$ cat src/rtl/pb_debounce_onepulse.sv
// pb_debounce_onepulse
// Receive side of the stopwatch push buttons (pbsec, pbmin, pbpause, pbstart).
// Each raw button goes through a 2-FF synchronizer and is debounced on the 100 Hz
// sample strobe. The block then emits a one-clock press pulse and an auto-repeat
// pulse train that is used for fast sec/min setting while a button is held.
// Reset asserts asynchronously. Its release is re-timed by a local 2-FF chain, so
// every flop leaves reset on the same clock edge.

module pb_debounce_onepulse #(
  parameter int NUM_PB       = 4,
  parameter int DEB_LEN      = 4,
  parameter int HOLD_TICKS   = 50,
  parameter int REPEAT_TICKS = 10
) (
  input  logic              clk,
  input  logic              rst_n,
  input  logic              sample_en,
  input  logic [NUM_PB-1:0] pb_in,
  output logic [NUM_PB-1:0] pb_level,
  output logic [NUM_PB-1:0] pb_pulse,
  output logic [NUM_PB-1:0] pb_repeat,
  output logic              pb_any
);

  // The tick counter must hold the larger of the two intervals. It is cleared
  // at its terminal value, so it never wraps.
  localparam int CNT_MAX = (HOLD_TICKS > REPEAT_TICKS) ? HOLD_TICKS : REPEAT_TICKS;
  localparam int CNT_W   = $clog2(CNT_MAX) + 1;

  localparam logic [CNT_W-1:0] HOLD_LAST   = CNT_W'(HOLD_TICKS - 1);
  localparam logic [CNT_W-1:0] REPEAT_LAST = CNT_W'(REPEAT_TICKS - 1);
  localparam logic [CNT_W-1:0] CNT_ONE     = CNT_W'(1);

  typedef enum logic [1:0] {
    ST_IDLE   = 2'd0,
    ST_PRESS  = 2'd1,
    ST_REPEAT = 2'd2
  } pb_state_e;

  logic [1:0]        rst_sync;
  logic              rst_ok;
  logic [NUM_PB-1:0] sync_meta;
  logic [NUM_PB-1:0] sync_q;

  // Release of reset is delayed two clocks so the whole block leaves reset together
  always_ff @(posedge clk or negedge rst_n) begin
    if (!rst_n) begin
      rst_sync <= 2'b00;
    end else begin
      rst_sync <= {rst_sync[0], 1'b1};
    end
  end

  assign rst_ok = rst_sync[1];

  // Two-stage synchronizer bringing the asynchronous buttons into the clk domain
  always_ff @(posedge clk or negedge rst_n) begin
    if (!rst_n) begin
      sync_meta <= '0;
      sync_q    <= '0;
    end else if (!rst_ok) begin
      sync_meta <= '0;
      sync_q    <= '0;
    end else begin
      sync_meta <= pb_in;
      sync_q    <= sync_meta;
    end
  end

  for (genvar i = 0; i < NUM_PB; i++) begin : gen_pb

    logic [DEB_LEN-1:0] shift_q;
    logic [DEB_LEN-1:0] shift_next;
    logic               level_q;
    logic               level_d_q;
    logic               pulse_q;
    logic               rise;
    pb_state_e          state_q;
    pb_state_e          state_d;
    logic [CNT_W-1:0]   cnt_q;
    logic [CNT_W-1:0]   cnt_d;
    logic               rep_q;
    logic               rep_d;

    // The level decision looks at the shift register as it will be after this
    // sample. A change of level therefore needs DEB_LEN equal samples in a row.
    assign shift_next = {shift_q[DEB_LEN-2:0], sync_q[i]};
    assign rise       = level_q & ~level_d_q;

    // Debounce shift register and debounced level, both advanced only on sample ticks
    always_ff @(posedge clk or negedge rst_n) begin
      if (!rst_n) begin
        shift_q <= '0;
        level_q <= 1'b0;
      end else if (!rst_ok) begin
        shift_q <= '0;
        level_q <= 1'b0;
      end else if (sample_en) begin
        shift_q <= shift_next;
        if (&shift_next) begin
          level_q <= 1'b1;
        end else if (~|shift_next) begin
          level_q <= 1'b0;
        end
      end
    end

    // Rising-edge detector for the press pulse; not gated by sample_en, so a pending pulse always completes
    always_ff @(posedge clk or negedge rst_n) begin
      if (!rst_n) begin
        level_d_q <= 1'b0;
        pulse_q   <= 1'b0;
      end else if (!rst_ok) begin
        level_d_q <= 1'b0;
        pulse_q   <= 1'b0;
      end else begin
        level_d_q <= level_q;
        pulse_q   <= rise;
      end
    end

    // Auto-repeat FSM state register, tick counter and registered repeat pulse
    always_ff @(posedge clk or negedge rst_n) begin
      if (!rst_n) begin
        state_q <= ST_IDLE;
        cnt_q   <= '0;
        rep_q   <= 1'b0;
      end else if (!rst_ok) begin
        state_q <= ST_IDLE;
        cnt_q   <= '0;
        rep_q   <= 1'b0;
      end else begin
        state_q <= state_d;
        cnt_q   <= cnt_d;
        rep_q   <= rep_d;
      end
    end

    // Next state: the press is taken on the level edge; holding and repeating advance on sample ticks
    always_comb begin
      state_d = state_q;
      cnt_d   = cnt_q;
      rep_d   = 1'b0;
      if (!level_q) begin
        state_d = ST_IDLE;
        cnt_d   = '0;
      end else begin
        case (state_q)
          ST_IDLE: begin
            if (rise) begin
              state_d = ST_PRESS;
              cnt_d   = '0;
              rep_d   = 1'b1;
            end
          end
          ST_PRESS: begin
            if (sample_en) begin
              if (cnt_q == HOLD_LAST) begin
                state_d = ST_REPEAT;
                cnt_d   = '0;
                rep_d   = 1'b1;
              end else begin
                cnt_d = cnt_q + CNT_ONE;
              end
            end
          end
          ST_REPEAT: begin
            if (sample_en) begin
              if (cnt_q == REPEAT_LAST) begin
                cnt_d = '0;
                rep_d = 1'b1;
              end else begin
                cnt_d = cnt_q + CNT_ONE;
              end
            end
          end
          default: begin
            state_d = ST_IDLE;
            cnt_d   = '0;
          end
        endcase
      end
    end

    assign pb_level[i]  = level_q;
    assign pb_pulse[i]  = pulse_q;
    assign pb_repeat[i] = rep_q;

  end : gen_pb

  assign pb_any = |pb_level;

endmodule
$ cat config.mk
export PLATFORM = sky130hd
export DESIGN_NAME = pb_debounce_onepulse
export DESIGN_NICKNAME = d
export VERILOG_FILES = /design/src/rtl/pb_debounce_onepulse.sv
export SDC_FILE = /design/constraint.sdc
export NUM_CORES = 1
export LEC_CHECK = 0
export BUFFER_PORTS_ARGS = -buffer_cell sky130_fd_sc_hd__clkbuf_2
export CAP_MARGIN = 20
export CORE_MARGIN = 10
export CORE_UTILIZATION = 55
export CTS_CLUSTER_SIZE = 20
export DETAILED_ROUTE_END_ITERATION = 7
export PLACE_DENSITY = 0.69
export SLEW_MARGIN = 30
export SYNTH_ARGS = -nofsm -noshare
export SYNTH_HDL_FRONTEND = slang
export SYNTH_SLANG_ARGS = --single-unit
export TNS_END_PERCENT = 50
$ cat constraint.sdc
create_clock -name clk -period 4.4 [get_ports clk]
set_input_delay 0.66 -clock clk [delete_from_list [all_inputs] [get_ports clk]]
set_output_delay 0.66 -clock clk [all_outputs]
set_load 0.02 [all_outputs]
==> results of run 1 <==
metal layers:
layer / wire (um) / up-vias / global-route usage, %
li1: - / 1386 / -
met1: 3548 / 1351 / 17.10
met2: 3452 / 38 / 21.60
met3: 222 / 6 / 3.019
met4: 86 / 0 / 6.576
met5: 0 / - / 0
worst max-delay path, delay by kind of cell (launching register included):
| family | cells | cell delay, ns |
|---|---|---|
| AND/OR/NAND/NOR | 2 | 0.53 |
| AO/OA/AOI/OAI | 2 | 0.92 |
| flip-flops | 1 | 0.84 |
power by group through the flow:
| stage | clock network (W) | logic (W) | registers, W |
|---|---|---|---|
| after floorplan | 0 | 0.0000186 | 0.000701 |
| after global placement | 0 | 0.0000337 | 0.000705 |
| after detailed placement | 0 | 0.0000343 | 0.000705 |
| after CTS | 0.000672 | 0.0000344 | 0.000691 |
| after global routing | 0.000692 | 0.0000382 | 0.000692 |
| final | 0.000655 | 0.0000331 | 0.000691 |
logic make-up (layout without fill, tap and decap cells):
group | after synthesis | after routing
AOI/OAI and AO/OA | 73 | 73
and+or+nand+nor | 143 | 143
buffers and inverters | 45 | 62
DFF | 74 | 74
adders and majority gates | 28 | 28
muxes | 26 | 26
other | 1 | 1
worst paths after layout:
path	to	startpoint
min in group clk	rst_sync[1]	rst_sync[0]
worst min register to register	rst_sync[1]	rst_sync[0]
worst min-delay path	gen_pb[2].cnt_q[3]	rst_n
max in group asynchronous	gen_pb[1].shift_q[0]	rst_n
worst max register to register	gen_pb[0].cnt_q[5]	rst_sync[1]
worst max-delay path	gen_pb[0].cnt_q[5]	rst_sync[1]
registers in the layout (all words and copies together), names as in the netlist:
name,count
gen_pb.cnt_q,28
gen_pb.shift_q,12
gen_pb.state_q,8
gen_pb.level_d_q,4
gen_pb.level_q,4
gen_pb.pulse_q,4
gen_pb.rep_q,4
sync_meta,4
sync_q,4
rst_sync,2
area by class of cell:
type                    count  area [um2]
fillers                   609        2790
multi-input cells         271        2029
flip-flops and latches     74        1852
clock buffers              11       151.4
well taps                  99       123.9
repair buffers             20       108.9
clock inverters             5       100.1
inverters                  26       97.59
cells in the mapped netlist (all sizes together) (3+ instances only):
library cell	count
dfrtp	74
nor2	31
ha	28
inv	26
nand2	24
mux2i	22
nor2b	19
o21ai	19
buf	17
a22o	16
nand3	16
and2	14
and3	11
nor3	9
a21oi	7
a32oi	7
nor3b	6
a221o	5
o21bai	5
or4	5
mux2	4
a31oi	3
a41oi	3
and3b	3
through the flow:
| stage | instances | setup slack [ns] | utilization [%] |
|---|---|---|---|
| 4_1_cts | 506 | 1.968 | 61.48 |
| 5_1_grt | 506 | 1.773 | 61.53 |
| 6_report | 506 | 1.990 | 61.53 |
| 3_3_place_gp | 490 | 2.030 | 58.01 |
| 3_5_place_dp | 490 | 1.911 | 58.01 |
| 2_1_floorplan | 390 | 2.514 | - |
==> impl_metrics.csv, run 1 <==
group,metric,value,unit
layout,drive_gt1_share,15.23,%
timing,post-route-period-util,54.78,%
setup_path,worst_ep_arrival_time,2.63,ns
layout,postLayoutCellArea,4463,um2
setup_path,cp_slowest_cell,"dfrtp_1",
synth,synth_compound_area_share,14.73,%
synth,synthSimpleGateAreaFrac,19.64,%
timing,finalSetupTns,0,ns
timing,hold_ws,0.3083,ns
layout,antenna_cells,0,
synth,synth_ff_type,"dfrtp_1",
floorplan,io_pins,20,
layout,layout_common_cells,"dfrtp_1 (74), ha_1 (28), nor2_1 (27)",
power_and_ir_drop,p_switching,0.0002761,W
synth,synth_fa_ha_area_share,8.539,%
synth,synth_edf_count,0,
power_and_ir_drop,intPower,0.001103,W
floorplan,die_w,106.4,um
setup_path,cp-start-kind,"flip-flop",
routing,wl,7309,um
clock_network,clock_latency,0.34,ns
power_and_ir_drop,leakage,2.151,nW
clock_network,cts_tree,"yes",
synth,synth_area_leaders,"dfrtp_1 (45%), ha_1 (8.5%), mux2i_1 (5.4%), nor2b_1 (2.9%), a22o_1 (2.6%)",
routing,routedWlPerCell,14.44,um
clock_network,clock_path_buffers,2,
timing,fmax,414.9,MHz
global_routing,overflow,0,
clock_network,path_clk_slew,0.08,ns
setup_path,reg2reg_depth,4,
synth,synth.mux.area_fraction,6.465,%
place,placed_area,4208,um2
floorplan,die_area,11310,um2
global_routing,grt_usage,13.57,%
place,dp_hpwl,4922,um
timing,fin_crit,2.410,ns
place,place.gp.congestion,0.8569,
layout,layout_commonest_cell,"dfrtp_1",
setup_path,cp.required,4.62,ns
global_routing,antenna_found_initial,0,
synth,syn_nets,425,
place,io_buffers,19,
synth,synth.top_cell.area_share,45.14,%
synth,yosys_warnings,0,
power_and_ir_drop,seq_power_share,50.1,%
layout,synthToLayoutAreaGrowth,8.783,%
setup_path,rrSetupSlack,1.99,ns
synth,synth_cell_type_count,50,
clock_network,cts_max_level,3,
timing,slew_headroom,47.69,%
clock_network,cts.sinks,74,
clock_network,cts_inserted_buffers,9,
synth,synthArstFlopShare,100.0,%
synth,synth_top_family_by_area,"simple AND/OR/NAND/NOR gates",
job,drv_cap,0,
synth,ys_seq_elements,74,
power_and_ir_drop,p_sw_share,20.02,%
synth,synth_cells,390,
synth,netlist_area,4103,um2
setup_path,critPathKind,"flip-flop to flip-flop",
setup_path,end_kind,"flip-flop",
clock_network,cts_hold_buf,0,
timing,setup_viol,0,
routing,postRouteAntennaNets,0,
timing,worst_pin_slew,0.7847,ns
clock_network,root_buffer,"clkbuf_8",
synth,avgSynthCellArea,10.52,um2
synth,netlist.top_cell.by_area,"dfrtp_1",
floorplan,die_height,106.4,um
power_and_ir_drop,p_comb_share,2.4,%
power_and_ir_drop,p_per_area,309.0,nW/um2
setup_path,path_cells,"nand2_1 -> a211oi_1 -> nor2_2 -> a221o_1",
timing,rsz0062_at_grt,"no",
routing,vias,2781,
global_routing,grt_pass1_wl,12810,um
setup_path,cp_max_fo,32,
min_path,hold_class,"input pin to asynchronous set/reset pin",
timing,drv_slew,0,
global_routing,grt_max_degree,75,
floorplan,core_area,7253,um2
synth,synth-xor-area-share,0,%
routing,drc,0,
floorplan,initial_utilization,56.56,%
global_routing,grt_pass1_vias,2799,
timing,finClkSkew,0.01428,ns
timing,hold_viol,0,
synth,synth_seq_area_share,45.14,%
setup_path,slowest_delay,0.84,ns
routing,drtIter0Drc,131,
routing,viasPerCell,5.496,
clock_network,cts_resized,0,
power_and_ir_drop,p_clk_share,47.5,%
power_and_ir_drop,power.total,0.001379,W
clock_network,post-cts-setup-buffers,0,
power_and_ir_drop,vdd_drop_max,0.2478,mV
status,status,"finished clean",
routing,dr.pass1.iters,4,
floorplan,std_cell_rows,31,
layout,num-nets-final,437,
Note: power is estimated with default switching activity, not from simulation.
==> run 2: changes to the inputs <==
Clock period 4.4 ns to 2.35 ns, I/O delays scaled along.
==> run 2 against run 1 <==
Net effect: die area is the same; first-iteration DRC count shrank 16%; cell area shrank 0.42%; routed wire length shrank 0.53%; total power grew 67%; final cell count grew 1.2%; largest cell class unchanged; critical path type unchanged; critical endpoint is now gen_pb[2].cnt_q[0].
==> impl_metrics.csv, run 2 (synthesis results as in run 1) <==
group,metric,value,unit
status,status,"finished clean",
layout,antenna_cells,0,
global_routing,grt_max_degree,75,
setup_path,slowest_delay,0.42,ns
setup_path,worst_ep_arrival_time,2.26,ns
routing,viasPerCell,5.574,
layout,drive_gt1_share,15.50,%
routing,vias,2854,
layout,largest-register,"gen_pb.cnt_q",
layout,num-nets-final,443,
clock_network,clock_path_buffers,2,
clock_network,cts_resized,0,
timing,fin_crit,2.032,ns
floorplan,die_height,106.4,um
setup_path,cp_slowest_cell,"dfrtp_1",
power_and_ir_drop,p_per_area,517.0,nW/um2
floorplan,core_area,7253,um2
setup_path,rr_endpoint,"gen_pb[2].cnt_q[0]",
timing,finalSetupTns,0,ns
timing,rsz0062_at_grt,"no",
floorplan,initial_utilization,56.56,%
layout,nFillCells,636,
layout,reg.largest.list,"gen_pb.cnt_q (28), gen_pb.shift_q (12), gen_pb.state_q (8)",
routing,routedWlPerCell,14.20,um
global_routing,overflow,0,
layout,largest_reg_flops,28,
timing,post-route-period-util,86.47,%
timing,setup_viol,0,
clock_network,cts_tree,"yes",
layout,layout_commonest_cell,"dfrtp_1",
clock_network,post-cts-setup-buffers,0,
clock_network,cts_inserted_buffers,9,
clock_network,clock_latency,0.34,ns
routing,wl,7270,um
clock_network,path_clk_slew,0.08,ns
setup_path,cp-start-kind,"flip-flop",
timing,hold_ws,0.01943,ns
clock_network,root_buffer,"clkbuf_8",
layout,layout_common_cells,"dfrtp_1 (74), ha_1 (28), nor2_1 (27)",
place,dp_hpwl,5091,um
clock_network,cts_hold_buf,0,
setup_path,rrSetupSlack,0.32,ns
floorplan,io_pins,20,
setup_path,end_kind,"flip-flop",
power_and_ir_drop,power.total,0.002298,W
routing,postRouteAntennaNets,0,
timing,drv_slew,0,
timing,finClkSkew,0.006371,ns
layout,synthToLayoutAreaGrowth,8.326,%
min_path,hold_class,"input pin to asynchronous set/reset pin",
floorplan,die_area,11310,um2
setup_path,cp_num_buf_inv,1,
clock_network,cts.sinks,74,
floorplan,die_w,106.4,um
setup_path,critPathKind,"flip-flop to flip-flop",
routing,dr.pass1.iters,4,
global_routing,antenna_found_initial,0,
power_and_ir_drop,vdd_drop_max,0.2702,mV
setup_path,timing.rr.start,"gen_pb[2].state_q[0]",
setup_path,crit_family,"simple AND/OR/NAND/NOR gates",
timing,hold_viol,0,
setup_path,cp_max_fo,7,
timing,fmax,492.1,MHz
global_routing,grt_pass1_wl,12480,um
setup_path,cp.required,2.58,ns
setup_path,path_cells,"inv_1 -> ha_1 -> and3_1 -> and2_1 -> a32oi_2 -> nor2_2 -> mux2_2",
place,io_buffers,19,
job,drv_cap,0,
clock_network,cts_max_level,3,
global_routing,grt_usage,13.14,%
timing,setup_ws,0.3179,ns
power_and_ir_drop,leakage,2.148,nW
routing,drc,0,
routing,drtIter0Drc,110,
global_routing,grt_pass1_vias,2817,
setup_path,worstSetupStartpoint,"gen_pb[2].state_q[0]",
place,place.gp.congestion,0.8404,
setup_path,reg2reg_depth,7,
place,post-place-ws,0.3198,ns
floorplan,std_cell_rows,31,
run 2: changes by cell type in the layout (fill, tap and decap cells not counted):
cell       previous run  this run
buf_4                 1         7
buf_6                 1         0
clkbuf_8             11         9
buf_12                0         1
bufinv_16             3         1
clkbuf_1              0         4
run 2: power by group:
| group | internal (W) | total (W) | switching, W |
|---|---|---|---|
| sequential | 0.00128 | 0.00129 | 0.00000879 |
| clock | 0.000490 | 0.000934 | 0.000444 |
| combinational | 0.0000271 | 0.0000720 | 0.0000449 |
run 2: per-stage QoR:
| step | cells | instance area (um2) | util [%] |
|---|---|---|---|
| 2_1_floorplan | 390 | 4103 | - |
| 3_3_place_gp | 496 | 4265 | 58.81 |
| 3_5_place_dp | 496 | 4265 | 58.81 |
| 4_1_cts | 512 | 4444 | 61.27 |
| 5_1_grt | 512 | 4444 | 61.27 |
| 6_report | 512 | 4444 | 61.27 |
run 2: how the worst max path moves through the flow:
| stage | cells after the start | slack [ns] | endpoint |
|---|---|---|---|
| finish | 7 | 0.32 | gen_pb[2].cnt_q[0] |
| global route | 7 | 0.22 | gen_pb[2].cnt_q[0] |
| CTS | 7 | 0.31 | gen_pb[3].cnt_q[5] |
| detailed placement | 7 | 0.32 | gen_pb[3].cnt_q[5] |
| global placement | 7 | 0.39 | gen_pb[3].cnt_q[5] |
| floorplan | 7 | 0.46 | gen_pb[3].cnt_q[5] |
run 2: layer usage:
metal	GRT usage [%]	wire length, um	up-vias
met2	21.38	3380	41
met4	5.126	84	0
met3	3.200	249	9
met1	16.48	3555	1399
li1	-	-	1405
met5	0	0	-
run 2: area by class of cell:
class	count	area (um2)	area share, %
clock inverters	3	40.04	0.9009
repair buffers	26	162.7	3.660
inverters	26	97.59	2.196
flip-flops and latches	74	1852	41.67
well taps	99	123.9	2.787
clock buffers	13	138.9	3.125
multi-input cells	271	2029	45.66
